<file path="src/rtl/fetch_pkg.sv">
// Shared types and constants for the instruction fetch stage.
package fetch_pkg;

  localparam int unsigned XLEN = 32;

  typedef enum logic [1:0] {
    S_REQ  = 2'd0,
    S_WAIT = 2'd1,
    S_HOLD = 2'd2
  } fetch_state_e;

  localparam logic [XLEN-1:0] RESET_PC_DEF  = 32'h0000_0000;
  localparam logic [XLEN-1:0] NOP_INSTR_DEF = 32'h0000_0013;
  localparam logic [XLEN-1:0] PC_STEP       = 32'd4;

  // One fetched instruction together with the address it came from.
  typedef struct packed {
    logic [XLEN-1:0] pc;
    logic [XLEN-1:0] instr;
  } fetch_pkt_t;

endpackage

</file>
<file path="src/rtl/fetch_stage_if_id_reg.sv">
// IF/ID pipeline register: flush loads a bubble, stall holds, otherwise load or bubble.
module if_id_reg
  import fetch_pkg::*;
#(
  parameter logic [XLEN-1:0] NOP_INSTR = NOP_INSTR_DEF
) (
  input  logic            clk,
  input  logic            rst,
  input  logic            stall,
  input  logic            flush,
  input  logic            load,
  input  fetch_pkt_t      load_pkt,
  output logic [XLEN-1:0] pc,
  output logic [XLEN-1:0] instruction,
  output logic            valid
);

  // Flush beats stall; an unstalled cycle without a new instruction inserts a bubble.
  always_ff @(posedge clk) begin
    if (rst || flush) begin
      pc          <= '0;
      instruction <= NOP_INSTR;
      valid       <= 1'b0;
    end else if (!stall) begin
      if (load) begin
        pc          <= load_pkt.pc;
        instruction <= load_pkt.instr;
        valid       <= 1'b1;
      end else begin
        instruction <= NOP_INSTR;
        valid       <= 1'b0;
      end
    end
  end

endmodule

</file>
<file path="src/rtl/fetch_stage.sv">
// Instruction fetch: PC register, single-outstanding imem handshake, skid buffer, IF/ID.
module fetch_stage
  import fetch_pkg::*;
#(
  parameter logic [XLEN-1:0] RESET_PC  = RESET_PC_DEF,
  parameter logic [XLEN-1:0] NOP_INSTR = NOP_INSTR_DEF
) (
  input  logic            clk,
  input  logic            rst,
  input  logic            id_stall,
  input  logic            mem_stall,
  input  logic            id_flush,
  input  logic [XLEN-1:0] redirect_pc,
  output logic            imem_req,
  output logic [XLEN-1:0] imem_addr,
  input  logic            imem_ready,
  input  logic            imem_rvalid,
  input  logic [XLEN-1:0] imem_rdata,
  output logic [XLEN-1:0] if_id_pc,
  output logic [XLEN-1:0] if_id_instruction,
  output logic            if_id_valid
);

  fetch_state_e    state, state_next;
  logic [XLEN-1:0] pc, pc_next;
  logic [XLEN-1:0] inflight_pc;
  fetch_pkt_t      skid;
  fetch_pkt_t      if_pkt;
  logic            drop, drop_next;
  logic            stall;
  logic            accept;
  logic            if_load;
  logic            skid_we;

  assign stall = id_stall | mem_stall;

  // State register.
  always_ff @(posedge clk) begin
    if (rst) state <= S_REQ;
    else     state <= state_next;
  end

  // Next-state logic; a flush always returns to S_REQ unless a stale response is still owed.
  always_comb begin
    state_next = state;
    case (state)
      S_REQ: begin
        if (accept) state_next = S_WAIT;
      end
      S_WAIT: begin
        if (imem_rvalid) begin
          if (drop || id_flush || !stall) state_next = S_REQ;
          else                            state_next = S_HOLD;
        end
      end
      S_HOLD: begin
        if (id_flush || !stall) state_next = S_REQ;
      end
      default: state_next = S_REQ;
    endcase
  end

  // Output/datapath control: imem handshake, IF/ID load source, PC and drop updates.
  always_comb begin
    imem_req       = (state == S_REQ) && !id_flush;
    imem_addr      = pc;
    accept         = imem_req && imem_ready;
    if_load        = 1'b0;
    if_pkt.pc      = inflight_pc;
    if_pkt.instr   = imem_rdata;
    skid_we        = 1'b0;
    pc_next        = pc;
    drop_next      = drop;
    if (id_flush) begin
      pc_next = redirect_pc;
      if (state == S_WAIT) drop_next = !imem_rvalid;
    end else begin
      case (state)
        S_WAIT: begin
          if (imem_rvalid) begin
            if (drop) begin
              drop_next = 1'b0;
            end else if (!stall) begin
              if_load = 1'b1;
              pc_next = inflight_pc + PC_STEP;
            end else begin
              skid_we = 1'b1;
            end
          end
        end
        S_HOLD: begin
          if (!stall) begin
            if_load = 1'b1;
            if_pkt  = skid;
            pc_next = skid.pc + PC_STEP;
          end
        end
        default: ;
      endcase
    end
  end

  // PC, in-flight address, skid buffer and drop flag.
  always_ff @(posedge clk) begin
    if (rst) begin
      pc          <= RESET_PC;
      inflight_pc <= RESET_PC;
      skid        <= '0;
      drop        <= 1'b0;
    end else begin
      pc   <= pc_next;
      drop <= drop_next;
      if (accept) inflight_pc <= pc;
      if (id_flush)     skid <= '0;
      else if (skid_we) skid <= if_pkt;
    end
  end

  if_id_reg #(
    .NOP_INSTR (NOP_INSTR)
  ) u_if_id (
    .clk         (clk),
    .rst         (rst),
    .stall       (stall),
    .flush       (id_flush),
    .load        (if_load),
    .load_pkt    (if_pkt),
    .pc          (if_id_pc),
    .instruction (if_id_instruction),
    .valid       (if_id_valid)
  );

endmodule

</file>
<file path="config.mk">
export PLATFORM = sky130hd
export DESIGN_NAME = fetch_stage
export DESIGN_NICKNAME = d
export VERILOG_FILES = /design/src/rtl/fetch_pkg.sv /design/src/rtl/fetch_stage_if_id_reg.sv /design/src/rtl/fetch_stage.sv
export SDC_FILE = /design/constraint.sdc
export NUM_CORES = 1
export LEC_CHECK = 0
export CAP_MARGIN = 20
export CORE_ASPECT_RATIO = 1.1
export CORE_MARGIN = 4
export CORE_UTILIZATION = 56
export DETAILED_ROUTE_END_ITERATION = 12
export PLACE_DENSITY = 0.93
export SLEW_MARGIN = 20
export SYNTH_ARGS = -nofsm -noshare
export SYNTH_HDL_FRONTEND = slang
export SYNTH_SLANG_ARGS = --single-unit
</file>
<file path="constraint.sdc">
create_clock -name clk -period 6.6 [get_ports clk]
set_clock_uncertainty 0.05 [all_clocks]
set_input_delay 0.66 -clock clk [delete_from_list [all_inputs] [get_ports clk]]
set_output_delay 0.66 -clock clk [all_outputs]
set_load 0.01 [all_outputs]
</file>
# [Word level (Yosys, flattened, before mapping)]
# Cells that the tools add are included.
[op_classes] add_sub_neg=2 mul=0 div=0 magnitude_cmp=0 n_eq_ne=9 shifts=0 muxes=30 bitwise=2 n_reduce_logical=17
[op_table] operator="$mux W32" count=6
[op_table] operator="$mux W64" count=3
[op_table] operator="$add A32 B3 Y32 const B" count=2
[op_table] operator="$pmux W32 S2" count=1
[op_table] operator="$mux W1" count=14
[op_table] operator="$ne A3 B3 Y1 const B" count=4
[op_table] operator="$mux W2" count=4
[op_table] operator="$ne A2 B2 Y1 const B" count=3
[op_table] operator="$pmux W2 S3" count=1
[op_table] operator="$reduce_and A5 Y1" count=1
[op_table] operator="$logic_or A1 B1 Y1" count=4
[op_table] operator="$reduce_and A2 Y1" count=2
[op_table] operator="$logic_not A1 Y1" count=3
[op_table] operator="$reduce_and A3 Y1" count=1
[op_table] operator="$reduce_bool A3 Y1" count=1
[op_table] operator="$eq A2 B1 Y1 const B" count=1
[op_table] operator="$eq A2 B2 Y1 const B" count=1
[op_table] operator="$logic_and A1 B1 Y1" count=2
[op_table] operator="$logic_not A2 Y1" count=1
[op_table] operator="$pmux W1 S2" count=1
[op_table] operator="$reduce_bool A2 Y1" count=1
[op_table] operator="$reduce_or A2 Y1" count=1
[op_table] operator="$not A1 Y1" count=1
[op_table] operator="$or A1 B1 Y1" count=1
[word_totals] register_bits=196 latchBits=0 ram_bits=0 mem_bits_ro=0 input_bits=71 output_inout_bits=98 elab_cells=69 mem_count=0

# [Depth between registers and ports, before layout]
[depth] word_depth=7 ltp_mapped=14 depth_no_buf=10

# [By module]
# A second synthesis with hierarchy kept.
[unflattened] cells_unflattened=1056 hier_area_um2=9788.1
[by_module_without_submodules] mod="fetch_stage" n_inst=1 cells_per_inst=803 area_each_um2=7121.8 seq_area_each_um2=2622.5
[by_module_without_submodules] mod="if_id_reg" n_inst=1 cells_per_inst=253 area_each_um2=2666.3 seq_area_each_um2=1301.2

# [Least setup slack after synthesis]
# OpenSTA, ideal clock, no wires.
[synth_timing] path_kind="reg-to-reg" start="register state[0]" end="register pc[30], in the netlist imem_addr[30]" t_arrival_ns=2.887 required_time_ns=6.416 path_slack_ns=3.529 path_stages_with_launch=15 period_less_slack_ns=3.071 path_cell_list="dfxtp_1 -> inv_1 -> ha_1 -> buf_2 -> buf_2 -> buf_2 -> buf_2 -> mux2_2 -> ha_1 -> inv_1 -> a211oi_2 -> and4_1 -> nand3b_1 -> xnor2_1 -> o22ai_1"
[synth_between] elab_chain_cells=3
[synth_rtl] item="from (decl)" line_no="fetch_stage.sv:24" source="fetch_state_e state, state_next;"
[synth_rtl] item="from (signal assigned)" line_no="fetch_stage.sv:40" source="else state <= state_next;"
[synth_rtl] item="$eq A2 B2 Y1 / $eq A2 B1 Y1 (equally long branches)" line_no="fetch_stage.sv:78" source="case (state)"
[synth_rtl] item="$ne A3 B3 Y1 (no line) (tied with other cells)"
[synth_rtl] item="$reduce_and A5 Y1 (no line) / $mux W32 (equally long branches)"
[synth_rtl] item="to (signal assigned)" line_no="fetch_stage.sv:111" source="pc <= pc_next;"
[synth_rtl] item="to (decl)" line_no="fetch_stage.sv:25" source="logic [XLEN-1:0] pc, pc_next;"
# Several ways; a longest one is shown, not always the timed one.
# A chain may end at the register's enable or synchronous reset.

# [Worst setup path after layout]
[layout_timing] start="register state[0]" end="register pc[25], in the netlist imem_addr[25]"
# Same word-level chain as after synthesis.

==> results.cfg <==
[logic_synthesis]
cell_count_after_synthesis = 1088
syn_area_sq_um = 8910
avgSynthCellArea_sq_um = 8.19
netlist_top_cells_area = sky130_fd_sc_hd__dfxtp_1 (44%), sky130_fd_sc_hd__nand2_1 (7.8%), sky130_fd_sc_hd__mux2i_1 (7.2%)
synth_top_area_share_pct = 44.1
synth_sequential_area_ratio_pct = 44.1
net_count_after_synthesis = 1164
ys_warn_count = 0
synth_ff_type = sky130_fd_sc_hd__dfxtp_1
synth_cell_types = 45
synth_seq_cells = 196
synth_enable_flop_cells = 0
synth.largest_area_cell = sky130_fd_sc_hd__dfxtp_1
async_set_reset_flop_share_out_of_synthesis_pct = 0

[place]
globalplace.congestion = 0.920
placed_area_sq_um = 10600
buffers_on_ports = 168
hpwlAfterDp_um = 16100

[pwr]
switchingPower_mw = 0.601
combPwrFrac_pct = 9.8
power.sequential.fraction_pct = 47.3
worst_ir_drop_vdd_mv = 0.155
power_internal_mw = 2.00
power.share.clock_pct = 42.8
netSwitchingFraction_pct = 23.1
power.leakage_nw = 3.48
report.power.total_mw = 2.60
powerDensity_nw_per_um2 = 232

[sta]
timing.final.crit_period_ns = 3.33
maxClockFrequency_mhz = 300
timing.final.setup_violations = 0
timing.hold.ws_ns = 0.420
max_slew_margin_pct = 26.7
maxSlewViolCount = 0
layout_worst_path_cycle_share_pct = 50.5
tightestPinTransition_ns = 1.10
unrepaired_setup_endpoints_after_global_routing = false
setup-tns-final_ns = 0
timing.final.hold_violations = 0

[drt]
wirelength_um = 24700
drtIter0Drc = 1280
antenna_violating_nets_post_route = 0
drc = 0
drt_pass1_iterations = 7
wire_per_inst_um = 17.5
via_per_inst = 5.98
vias = 8430

[clock_tree]
post_cts_resize_count = 0
postCtsSetupRepairBufs = 0
clockRootBuffer = sky130_fd_sc_hd__clkbuf_16
clk_pin_slew_worst_paths_ns = 0.07
cts_tree = yes
cts_buffer_depth = 2
h-tree-depth = 4
cts_num_sinks = 196
tritoncts.num_buffers = 17
cts.hold.buffers_added = 0
clock_insertion_delay_worst_skew_ns = 0.43

[worst_setup_path]
cp_data_arrival_time_ns = 3.56
max_fanout_on_critical_path = 13
setup.worst_path.start_class = flip-flop
r2r.worst_path.cells = 8
cp_data_required_time_ns = 6.83
endpoint_class_of_the_critical_path = flip-flop
critical_path_class = flip-flop to flip-flop

[floorplan]
die_w_um = 128
start_util_pct = 56.8
floorplan.core_area_sq_um = 15700
rows = 48
height_of_the_die_um = 140
io-pin-count = 169
floorplan.die_area_sq_um = 18000

[finish]
postLayoutCoreUtil_pct = 71.6
design_area_sq_um = 11200
share_of_final_layout_standard_cells_stronger_than_drive_strength_1_pct = 6.87
insertedDiodeCount = 0
fillCellCount = 1137
final-seq-area_sq_um = 3920
area_delta_synth_final_pct = 25.9
nets = 1274
area_of_combinational_cells_with_multiple_inputs_sq_um = 4620

[grt]
grt.overflow.total = 0
antenna_found_initial = 0
vias_in_the_first_global_route = 7811
grt_util_all_layers_pct = 26.9
grt_max_degree = 70
global_route_wire_length_before_repair_um = 39700

[run]
max_cap_violations = 0

[min_path]
hold-path-cell-count = 2
hp-class = flip-flop to flip-flop

[status]
outcome = complete, no violations
synth_stat cells (9+ instances only):
library cell                 n
sky130_fd_sc_hd__o21ai_0    19
sky130_fd_sc_hd__nor3_1     32
sky130_fd_sc_hd__nand4_1    11
sky130_fd_sc_hd__xnor2_1    22
sky130_fd_sc_hd__dfxtp_1   196
sky130_fd_sc_hd__a22oi_1    32
sky130_fd_sc_hd__a211oi_1   40
sky130_fd_sc_hd__nand2_1   184
sky130_fd_sc_hd__clkbuf_1   65
sky130_fd_sc_hd__mux2_2     33
sky130_fd_sc_hd__buf_1      10
sky130_fd_sc_hd__a21oi_1    91
sky130_fd_sc_hd__nand3_1    20
sky130_fd_sc_hd__nor2_1    164
sky130_fd_sc_hd__o22ai_1    14
sky130_fd_sc_hd__buf_2      13
sky130_fd_sc_hd__mux2i_1    64
sky130_fd_sc_hd__inv_1       9
state kept, by name, indices dropped and copies added (netlist names):
| register | cells |
|---|---|
| inflight_pc | 32 |
| state | 2 |
| u_if_id.instruction | 32 |
| imem_addr | 32 |
| u_if_id.valid | 1 |
| skid | 64 |
| drop | 1 |
| u_if_id.pc | 32 |
routing by layer:
layer / global-route usage, % / wire (um)
met5: 0 / 0
met4: 7.54 / 440
met3: 5.34 / 2320
met2: 42.7 / 11500
met1: 37.3 / 10400
placed cells by master, fill, tap and decap left out, types with 3 or more instances in the layout:
| cell type | Yosys | layout |
|---|---|---|
| sky130_fd_sc_hd__a22oi_1 | 32 | 32 |
| sky130_fd_sc_hd__mux2i_1 | 64 | 64 |
| sky130_fd_sc_hd__o21ai_0 | 19 | 19 |
| sky130_fd_sc_hd__xor2_1 | 8 | 8 |
| sky130_fd_sc_hd__nand3_1 | 20 | 20 |
| sky130_fd_sc_hd__nor2b_1 | 3 | 3 |
| sky130_fd_sc_hd__nor4b_1 | 4 | 4 |
| sky130_fd_sc_hd__buf_4 | 1 | 12 |
| sky130_fd_sc_hd__clkbuf_1 | 65 | 3 |
| sky130_fd_sc_hd__nand4_1 | 11 | 11 |
| sky130_fd_sc_hd__a21oi_1 | 91 | 91 |
| sky130_fd_sc_hd__nor2_1 | 164 | 164 |
| sky130_fd_sc_hd__o22ai_1 | 14 | 14 |
| sky130_fd_sc_hd__a222oi_1 | 3 | 3 |
| sky130_fd_sc_hd__mux2_2 | 33 | 33 |
| sky130_fd_sc_hd__inv_1 | 9 | 9 |
| sky130_fd_sc_hd__a221oi_1 | 6 | 6 |
| sky130_fd_sc_hd__nand2b_1 | 3 | 3 |
| sky130_fd_sc_hd__dfxtp_1 | 196 | 196 |
| sky130_fd_sc_hd__nand2_1 | 184 | 183 |
| sky130_fd_sc_hd__clkdlybuf4s50_1 | 0 | 166 |
| sky130_fd_sc_hd__a211oi_1 | 40 | 40 |
| sky130_fd_sc_hd__nor3_1 | 32 | 32 |
| sky130_fd_sc_hd__ha_1 | 5 | 4 |
| sky130_fd_sc_hd__bufinv_16 | 0 | 5 |
| sky130_fd_sc_hd__xnor2_1 | 22 | 22 |
| sky130_fd_sc_hd__a31oi_1 | 4 | 4 |
| sky130_fd_sc_hd__nand4b_1 | 5 | 5 |
| sky130_fd_sc_hd__nand3b_1 | 7 | 7 |
| sky130_fd_sc_hd__clkbuf_16 | 0 | 17 |
final cells by class:
type,count,share of cell area [%]
clock buffers,21,4.02
clock inverters,9,1.59
inverters,9,0.301
multi-input cells,794,41.2
flip-flops and latches,196,35.0
well taps,200,2.23
repair buffers,180,15.7
critical path: stages, from the launching register on:
cell,delay [ns]
sky130_fd_sc_hd__dfxtp_1,0.36
sky130_fd_sc_hd__inv_1,0.09
sky130_fd_sc_hd__ha_2,0.28
sky130_fd_sc_hd__nand3b_1,0.26
sky130_fd_sc_hd__a222oi_1,0.84
sky130_fd_sc_hd__and4_1,0.58
sky130_fd_sc_hd__nand4_1,0.22
sky130_fd_sc_hd__xnor2_1,0.36
sky130_fd_sc_hd__o22ai_1,0.14
power by group through the flow:
stage	combinational, mW	sequential (mW)	clock (mW)
6_report	0.256	1.23	1.12
5_1_grt	0.278	1.23	1.17
4_1_cts	0.253	1.23	1.12
3_5_place_dp	0.249	1.26	0
3_3_place_gp	0.246	1.26	0
2_1_floorplan	0.144	1.26	0
worst paths after layout:
path	endpoint	from	slack (ns)
max	imem_addr[25]	state[0]	3.27
min	inflight_pc[4]	imem_addr[4]	0.42
max reg2reg	imem_addr[25]	state[0]	3.27
min reg2reg	inflight_pc[4]	imem_addr[4]	0.42
through the flow:
step / std cells / worst slack [ns]
2_1_floorplan: 1088 / 3.53
6_report: 1409 / 3.27
3_5_place_dp: 1379 / 3.47
3_3_place_gp: 1379 / 3.55
5_1_grt: 1409 / 3.08
4_1_cts: 1409 / 3.38
cells by family after synthesis:
| family | synth area share (%) |
|---|---|
| fa+ha+maj | 0.702 |
| compound gates | 15.2 |
| flops | 44.1 |
| xor+xnor | 2.95 |
| buf+inv | 4.35 |
| mux | 11.4 |
| simple gates | 21.4 |
(Power assumes the default switching activity.)
